[src/rtl/fade_combiner.sv]
// Collects M per-path samples of one channel, sums them into a complex fading
// coefficient and queues {channel, sum} in a small output FIFO.
module fade_combiner #(
    parameter int M     = 8,
    parameter int N     = 32,
    parameter int WIN   = 12,
    parameter int WOUT  = 16,
    parameter int DEPTH = 4
) (
    input  logic                    clk,
    input  logic                    reset,
    input  logic                    dv_in,
    input  logic [$clog2(N)-1:0]    chan_in,
    input  logic signed [WIN-1:0]   path_real,
    input  logic signed [WIN-1:0]   path_imag,
    output logic                    out_valid,
    input  logic                    out_ready,
    output logic [$clog2(N)-1:0]    out_chan,
    output logic signed [WOUT-1:0]  Zc_real,
    output logic signed [WOUT-1:0]  Zc_imag,
    output logic                    err_seq,
    output logic                    err_ovf,
    output logic                    dbg_state
);
    localparam int CW = $clog2(N);
    localparam int BW = $clog2(M);
    localparam int AW = $clog2(DEPTH);

    typedef enum logic {IDLE = 1'b0, ACCUM = 1'b1} state_t;

    state_t                 state, state_nx;
    logic [BW-1:0]          bcnt, bcnt_nx;
    logic [CW-1:0]          cur_chan, chan_nx;
    logic signed [WOUT-1:0] acc_r, acc_i, acc_r_nx, acc_i_nx;
    logic signed [WOUT-1:0] ext_r, ext_i, sum_r, sum_i;
    logic                   push, seq_hit;

    logic [CW-1:0]          mem_chan [DEPTH];
    logic signed [WOUT-1:0] mem_r [DEPTH];
    logic signed [WOUT-1:0] mem_i [DEPTH];
    logic [AW-1:0]          wr_ptr, rd_ptr;
    logic [AW:0]            count;
    logic                   pop, push_ok;

    assign ext_r = {{(WOUT-WIN){path_real[WIN-1]}}, path_real};
    assign ext_i = {{(WOUT-WIN){path_imag[WIN-1]}}, path_imag};
    assign sum_r = acc_r + ext_r;
    assign sum_i = acc_i + ext_i;
    assign dbg_state = (state == ACCUM);

    always_comb begin
        state_nx = state;
        bcnt_nx  = bcnt;
        chan_nx  = cur_chan;
        acc_r_nx = acc_r;
        acc_i_nx = acc_i;
        push     = 1'b0;
        seq_hit  = 1'b0;
        if (dv_in) begin
            case (state)
                IDLE: begin
                    state_nx = ACCUM;
                    acc_r_nx = ext_r;
                    acc_i_nx = ext_i;
                    chan_nx  = chan_in;
                    bcnt_nx  = BW'(1);
                end
                ACCUM: begin
                    if (chan_in == cur_chan) begin
                        if (bcnt == BW'(M-1)) begin
                            push     = 1'b1;
                            state_nx = IDLE;
                            bcnt_nx  = '0;
                            acc_r_nx = '0;
                            acc_i_nx = '0;
                        end else begin
                            acc_r_nx = sum_r;
                            acc_i_nx = sum_i;
                            bcnt_nx  = bcnt + 1'b1;
                        end
                    end else begin
                        // A channel switch restarts accumulation on the new beat
                        seq_hit  = 1'b1;
                        acc_r_nx = ext_r;
                        acc_i_nx = ext_i;
                        chan_nx  = chan_in;
                        bcnt_nx  = BW'(1);
                    end
                end
                default: state_nx = IDLE;
            endcase
        end
    end

    // Handshake: the head entry transfers on any rising edge where
    // out_valid && out_ready; head fields hold while out_valid && !out_ready.
    assign out_valid = (count != '0);
    assign pop       = out_valid && out_ready;
    assign push_ok   = push && ((count < (AW+1)'(DEPTH)) || pop);
    assign out_chan  = out_valid ? mem_chan[rd_ptr] : '0;
    assign Zc_real   = out_valid ? mem_r[rd_ptr] : '0;
    assign Zc_imag   = out_valid ? mem_i[rd_ptr] : '0;

    always_ff @(posedge clk) begin
        if (!reset) begin
            state    <= IDLE;
            bcnt     <= '0;
            cur_chan <= '0;
            acc_r    <= '0;
            acc_i    <= '0;
            wr_ptr   <= '0;
            rd_ptr   <= '0;
            count    <= '0;
            err_seq  <= 1'b0;
            err_ovf  <= 1'b0;
        end else begin
            state    <= state_nx;
            bcnt     <= bcnt_nx;
            cur_chan <= chan_nx;
            acc_r    <= acc_r_nx;
            acc_i    <= acc_i_nx;
            if (seq_hit)
                err_seq <= 1'b1;
            if (push && !push_ok)
                err_ovf <= 1'b1;
            if (push_ok)
                wr_ptr <= wr_ptr + 1'b1;
            if (pop)
                rd_ptr <= rd_ptr + 1'b1;
            case ({push_ok, pop})
                2'b10:   count <= count + 1'b1;
                2'b01:   count <= count - 1'b1;
                default: count <= count;
            endcase
        end
    end

    // At full with a pop, wr_ptr equals rd_ptr: the old head leaves on this edge.
    always_ff @(posedge clk) begin
        if (push_ok) begin
            mem_chan[wr_ptr] <= cur_chan;
            mem_r[wr_ptr]    <= sum_r;
            mem_i[wr_ptr]    <= sum_i;
        end
    end
endmodule

[config.mk]
export PLATFORM = sky130hd
export DESIGN_NAME = fade_combiner
export DESIGN_NICKNAME = d
export VERILOG_FILES = /design/src/rtl/fade_combiner.sv
export SDC_FILE = /design/constraint.sdc
export NUM_CORES = 1
export LEC_CHECK = 0
export ABC_AREA = 1
export BUFFER_PORTS_ARGS = -buffer_cell sky130_fd_sc_hd__buf_2
export CORE_UTILIZATION = 51
export CTS_CLUSTER_SIZE = 10
export DETAILED_ROUTE_END_ITERATION = 8
export PLACE_DENSITY = 0.83
export SYNTH_ARGS = -nofsm -noshare
export SYNTH_HDL_FRONTEND = slang
export SYNTH_SLANG_ARGS = --single-unit
export TNS_END_PERCENT = 5
[constraint.sdc]
create_clock -name clk -period 3.3 [get_ports clk]
set_input_delay 0.495 -clock clk [delete_from_list [all_inputs] [get_ports clk]]
set_output_delay 0.495 -clock clk [all_outputs]
set_load 0.02 [all_outputs]
==> flow_summary.rst <==
.. list-table::
   :header-rows: 1

   * - Metric
     - Value
   * - Number of inserted filler cells in the final layout
     - 1,552
   * - CTS tree
     - done
   * - Required time of the worst setup path
     - around 2.8 ns
   * - Worst hold margin
     - 0.3375 ns
   * - Final critical delay including setup and external delays
     - about 2.7 ns
   * - Number of cells traversed by the worst register-to-register path
     - 14
   * - Critical path peak fanout
     - 33
   * - Post-cts gate resize count
     - 0
   * - Clock transition at the registers of the reported paths
     - 0.07 ns
   * - Part of the power in the clock network
     - 0.341
   * - Detailed Route WL
     - approximately 24,000 microns
   * - Hold Path Stages
     - 3
   * - Height of the die
     - 142.4 microns
   * - Path category of the worst min-delay check
     - input pin to flip-flop
   * - Maximum vdd ir drop
     - approximately 0.39 mV
   * - Netlist area before placement
     - approximately 10,000 sq um
   * - Final design area excluding fillers
     - approximately 11,000 sq um
   * - Setup-violating endpoint count in the final report
     - 0
   * - Number of synthesized register bits
     - 200
   * - Post-synthesis cell type count
     - 28
   * - Via count of the first global-routing pass
     - around 7,900
   * - Global placer's final weighted congestion
     - 0.8888
   * - Number of sinks on the clock net
     - 200
   * - Hpwl dp
     - approximately 16,000 microns
   * - Worst Setup End Kind
     - output pin
   * - Number of CTS-inserted buffers
     - 17
   * - Setup TNS after final layout
     - 0 ns
   * - CORE AREA
     - between 15,000 and 20,000 sq um
   * - Area growth syn-to-layout
     - 12.37%
   * - Synthesized area per cell
     - around 8.6 sq um
   * - Chip Width
     - about 140 microns
   * - DRC violations left
     - 0
   * - Initial Util
     - 0.5285
   * - Post-CTS setup buffer count
     - 0
   * - Fraction of power consumed by combinational cells
     - 0.184
   * - Maximum number of buffers from clock root to sink
     - 2
   * - Total global routing track utilization
     - 0.2439
   * - Post-route clock skew
     - roughly 0.011 ns
   * - Register area
     - 5487 sq um
   * - Internal Power
     - between 4 and 5 mW
   * - Max Freq
     - roughly 370 MHz
   * - Remaining global-route overflow
     - 0
   * - Proportion of synthesized chip area in sequential cells
     - 0.5457
   * - Leakage Power
     - 4.852 nW
   * - Sw Ratio
     - 0.2925
   * - Startpoint Class
     - flip-flop
   * - Number of DRC markers after the initial detailed-route iteration
     - a little under 900
   * - Final Worst Setup Slack
     - 0.5823 ns
   * - Portion of the clock cycle consumed by the worst path in the final layout
     - 0.8236
   * - Slew of the pin with the lowest slew margin
     - between 0.7 and 0.8 ns
   * - Standard cell area after detailed placement
     - 10,710 sq um
   * - Clk Latency, worst-skew pair
     - about 0.44 ns
   * - Boundary Pins
     - 74
   * - Nets@finish
     - between 1,000 and 1,500
   * - Placed Cells
     - between 1,000 and 1,500
   * - Number of endpoints with negative hold slack in the final report
     - 0
   * - Startpoint-to-endpoint class of the critical path
     - flip-flop to output pin
   * - Setup repair after global routing missed its margin
     - false
   * - Routed Antenna Nets
     - 0
   * - Maximum number of pins on one net before global-route repair
     - 75
   * - Synthesized Nets
     - between 1,000 and 1,500
   * - Antenna violations before repair
     - 2
   * - Number of max-slew violations in the final report
     - 0
   * - Root buffer cell
     - sky130_fd_sc_hd__clkbuf_16
   * - Std-Cell Rows
     - 50
   * - Status
     - completed
   * - Power density relative to cell area
     - roughly 530 nW/um^2
   * - Switching pwr
     - between 1.5 and 2 mW
   * - Count of port buffers added during placement
     - 73
   * - TritonRoute pass-1 iters
     - 6
   * - Sequential share of power
     - 0.475
   * - Final core utilization
     - 0.5939
   * - Power Total
     - between 5 and 6 mW
   * - Die area
     - 20,270 sq um
   * - Arrival time worst endpoint
     - between 2 and 2.5 ns
   * - # Max-Cap Violations
     - 0
   * - Area used by multi-input combinational logic
     - slightly below 4000 sq um
   * - Number of vias after detailed routing
     - around 8,200
   * - Global-route wire length before repair
     - between 30,000 and 40,000 microns
   * - Hold_buf cts
     - 0
   * - Post-layout instance count excluding filler cells
     - approximately 1,500
   * - Layout cell share with drive strength beyond 1
     - 0.1092
   * - Vias per std cell
     - around 5.4
   * - Number of instances in the synthesized netlist
     - about 1,200
   * - Number of levels in the clock H-tree
     - 4
   * - Total number of yosys warnings
     - 0
   * - Worst slew margin relative to its limit
     - 0.4818
   * - Placement Setup Slack
     - 0.6307 ns
   * - DR WL/cell
     - between 15 and 20 microns
-- layout by cell type (no fill, tap or decap), types with 2 or more instances in the layout --
cell type / instances
sky130_fd_sc_hd__a21oi_1: 92
sky130_fd_sc_hd__and2_1: 16
sky130_fd_sc_hd__buf_2: 73
sky130_fd_sc_hd__buf_4: 12
sky130_fd_sc_hd__bufinv_16: 2
sky130_fd_sc_hd__clkbuf_16: 17
sky130_fd_sc_hd__clkinv_1: 2
sky130_fd_sc_hd__clkinv_2: 4
sky130_fd_sc_hd__clkinvlp_4: 3
sky130_fd_sc_hd__dfxtp_1: 51
sky130_fd_sc_hd__diode_2: 3
sky130_fd_sc_hd__edfxtp_1: 148
sky130_fd_sc_hd__fa_1: 3
sky130_fd_sc_hd__ha_1: 37
sky130_fd_sc_hd__inv_1: 120
sky130_fd_sc_hd__inv_2: 2
sky130_fd_sc_hd__inv_6: 3
sky130_fd_sc_hd__nand2_1: 224
sky130_fd_sc_hd__nand3_1: 58
sky130_fd_sc_hd__nand4_1: 6
sky130_fd_sc_hd__nand4_4: 2
sky130_fd_sc_hd__nor2_1: 230
sky130_fd_sc_hd__nor2_2: 7
sky130_fd_sc_hd__nor2_4: 5
sky130_fd_sc_hd__o21ai_0: 102
sky130_fd_sc_hd__xnor2_1: 15
sky130_fd_sc_hd__xor2_1: 2
-- power by group through the flow --
stage	combinational (mW)	clock (mW)	sequential, mW
after floorplan	0.756	0	2.88
after global placement	1.05	0	2.90
after detailed placement	1.08	0	2.90
after CTS	1.09	2.05	2.84
after global routing	1.22	2.14	2.85
final	1.11	2.04	2.85
-- path summary, 6_finish.rpt --
check                    from          end  slack (ns)
setup / recovery    flip-flop  out_chan[1]        0.58
hold / removal     chan_in[2]  cur_chan[2]        0.34
setup reg to reg  cur_chan[1]     count[2]        0.78
hold reg to reg     rd_ptr[1]    rd_ptr[1]        0.48
-- worst max-delay path, stage by stage (launching register included) --
cell,delay [ns]
sky130_fd_sc_hd__dfxtp_2,0.57
sky130_fd_sc_hd__buf_4,0.43
sky130_fd_sc_hd__nor2_1,0.10
sky130_fd_sc_hd__nor2_1,0.11
sky130_fd_sc_hd__o21ai_0,0.12
sky130_fd_sc_hd__a21oi_1,0.23
sky130_fd_sc_hd__buf_2,0.21
-- cell families after synthesis --
kind of cell | after synthesis | share of synthesized area
AOI/OAI and AO/OA | 197 | 0.09847
buffers and inverters | 164 | 0.06324
xor gates and xnor gates | 17 | 0.01481
and+or+nand+nor | 550 | 0.2257
DFF | 200 | 0.5457
adders and majority gates | 40 | 0.05204
-- flip-flops by register name, summed over array words and instances, names as in the netlist, 3 cells and up, named ones only --
register,count
count,3
acc_r,16
cur_chan,5
mem_r,64
acc_i,16
mem_i,64
bcnt,3
mem_chan,20
-- cells in the mapped netlist --
cell type | number | share of area
sky130_fd_sc_hd__fa_1 | 3 | 0.0060
sky130_fd_sc_hd__nor2_1 | 234 | 0.087
sky130_fd_sc_hd__dfxtp_1 | 52 | 0.10
sky130_fd_sc_hd__nand4_4 | 2 | 0.0042
sky130_fd_sc_hd__edfxtp_1 | 148 | 0.44
sky130_fd_sc_hd__xnor2_1 | 15 | 0.013
sky130_fd_sc_hd__nor2_4 | 1 | 0.0011
sky130_fd_sc_hd__or2_2 | 1 | 0.00062
sky130_fd_sc_hd__buf_1 | 12 | 0.0045
sky130_fd_sc_hd__o21ai_0 | 102 | 0.051
sky130_fd_sc_hd__buf_2 | 4 | 0.0020
sky130_fd_sc_hd__inv_2 | 2 | 0.00075
sky130_fd_sc_hd__nor2_2 | 7 | 0.0044
sky130_fd_sc_hd__xor2_1 | 2 | 0.0017
sky130_fd_sc_hd__a21oi_1 | 92 | 0.046
sky130_fd_sc_hd__inv_1 | 120 | 0.045
sky130_fd_sc_hd__o21a_1 | 1 | 0.00075
sky130_fd_sc_hd__nand4_1 | 6 | 0.0037
sky130_fd_sc_hd__nand2_1 | 224 | 0.084
sky130_fd_sc_hd__clkbuf_1 | 22 | 0.0082
sky130_fd_sc_hd__nand3_1 | 58 | 0.029
sky130_fd_sc_hd__clkinv_1 | 2 | 0.00075
sky130_fd_sc_hd__o21ai_1 | 1 | 0.00050
sky130_fd_sc_hd__ha_1 | 37 | 0.046
sky130_fd_sc_hd__nand3_4 | 1 | 0.0017
sky130_fd_sc_hd__a31oi_1 | 1 | 0.00062
sky130_fd_sc_hd__and2_1 | 16 | 0.010
sky130_fd_sc_hd__buf_6 | 2 | 0.0022
-- per-layer routing --
metal	share of wire	track usage
met1	0.42	0.3077
met3	0.089	0.05384
met4	0.021	0.1070
met5	0	0
met2	0.47	0.4030
-- final cells by class --
| cell class | count | share of cell area |
|---|---|---|
| Sequential cell | 200 | 0.4858 |
| Multi-Input combinational cell | 804 | 0.3506 |
| Timing Repair Buffer | 86 | 0.04210 |
| Inverter | 124 | 0.04121 |
| Clock buffer | 17 | 0.03766 |
| Tap cell | 260 | 0.02880 |
| Clock inverter | 14 | 0.01318 |
| Antenna cell | 3 | 0.0006647 |
No activity file was read; power rests on OpenSTA's default activity.
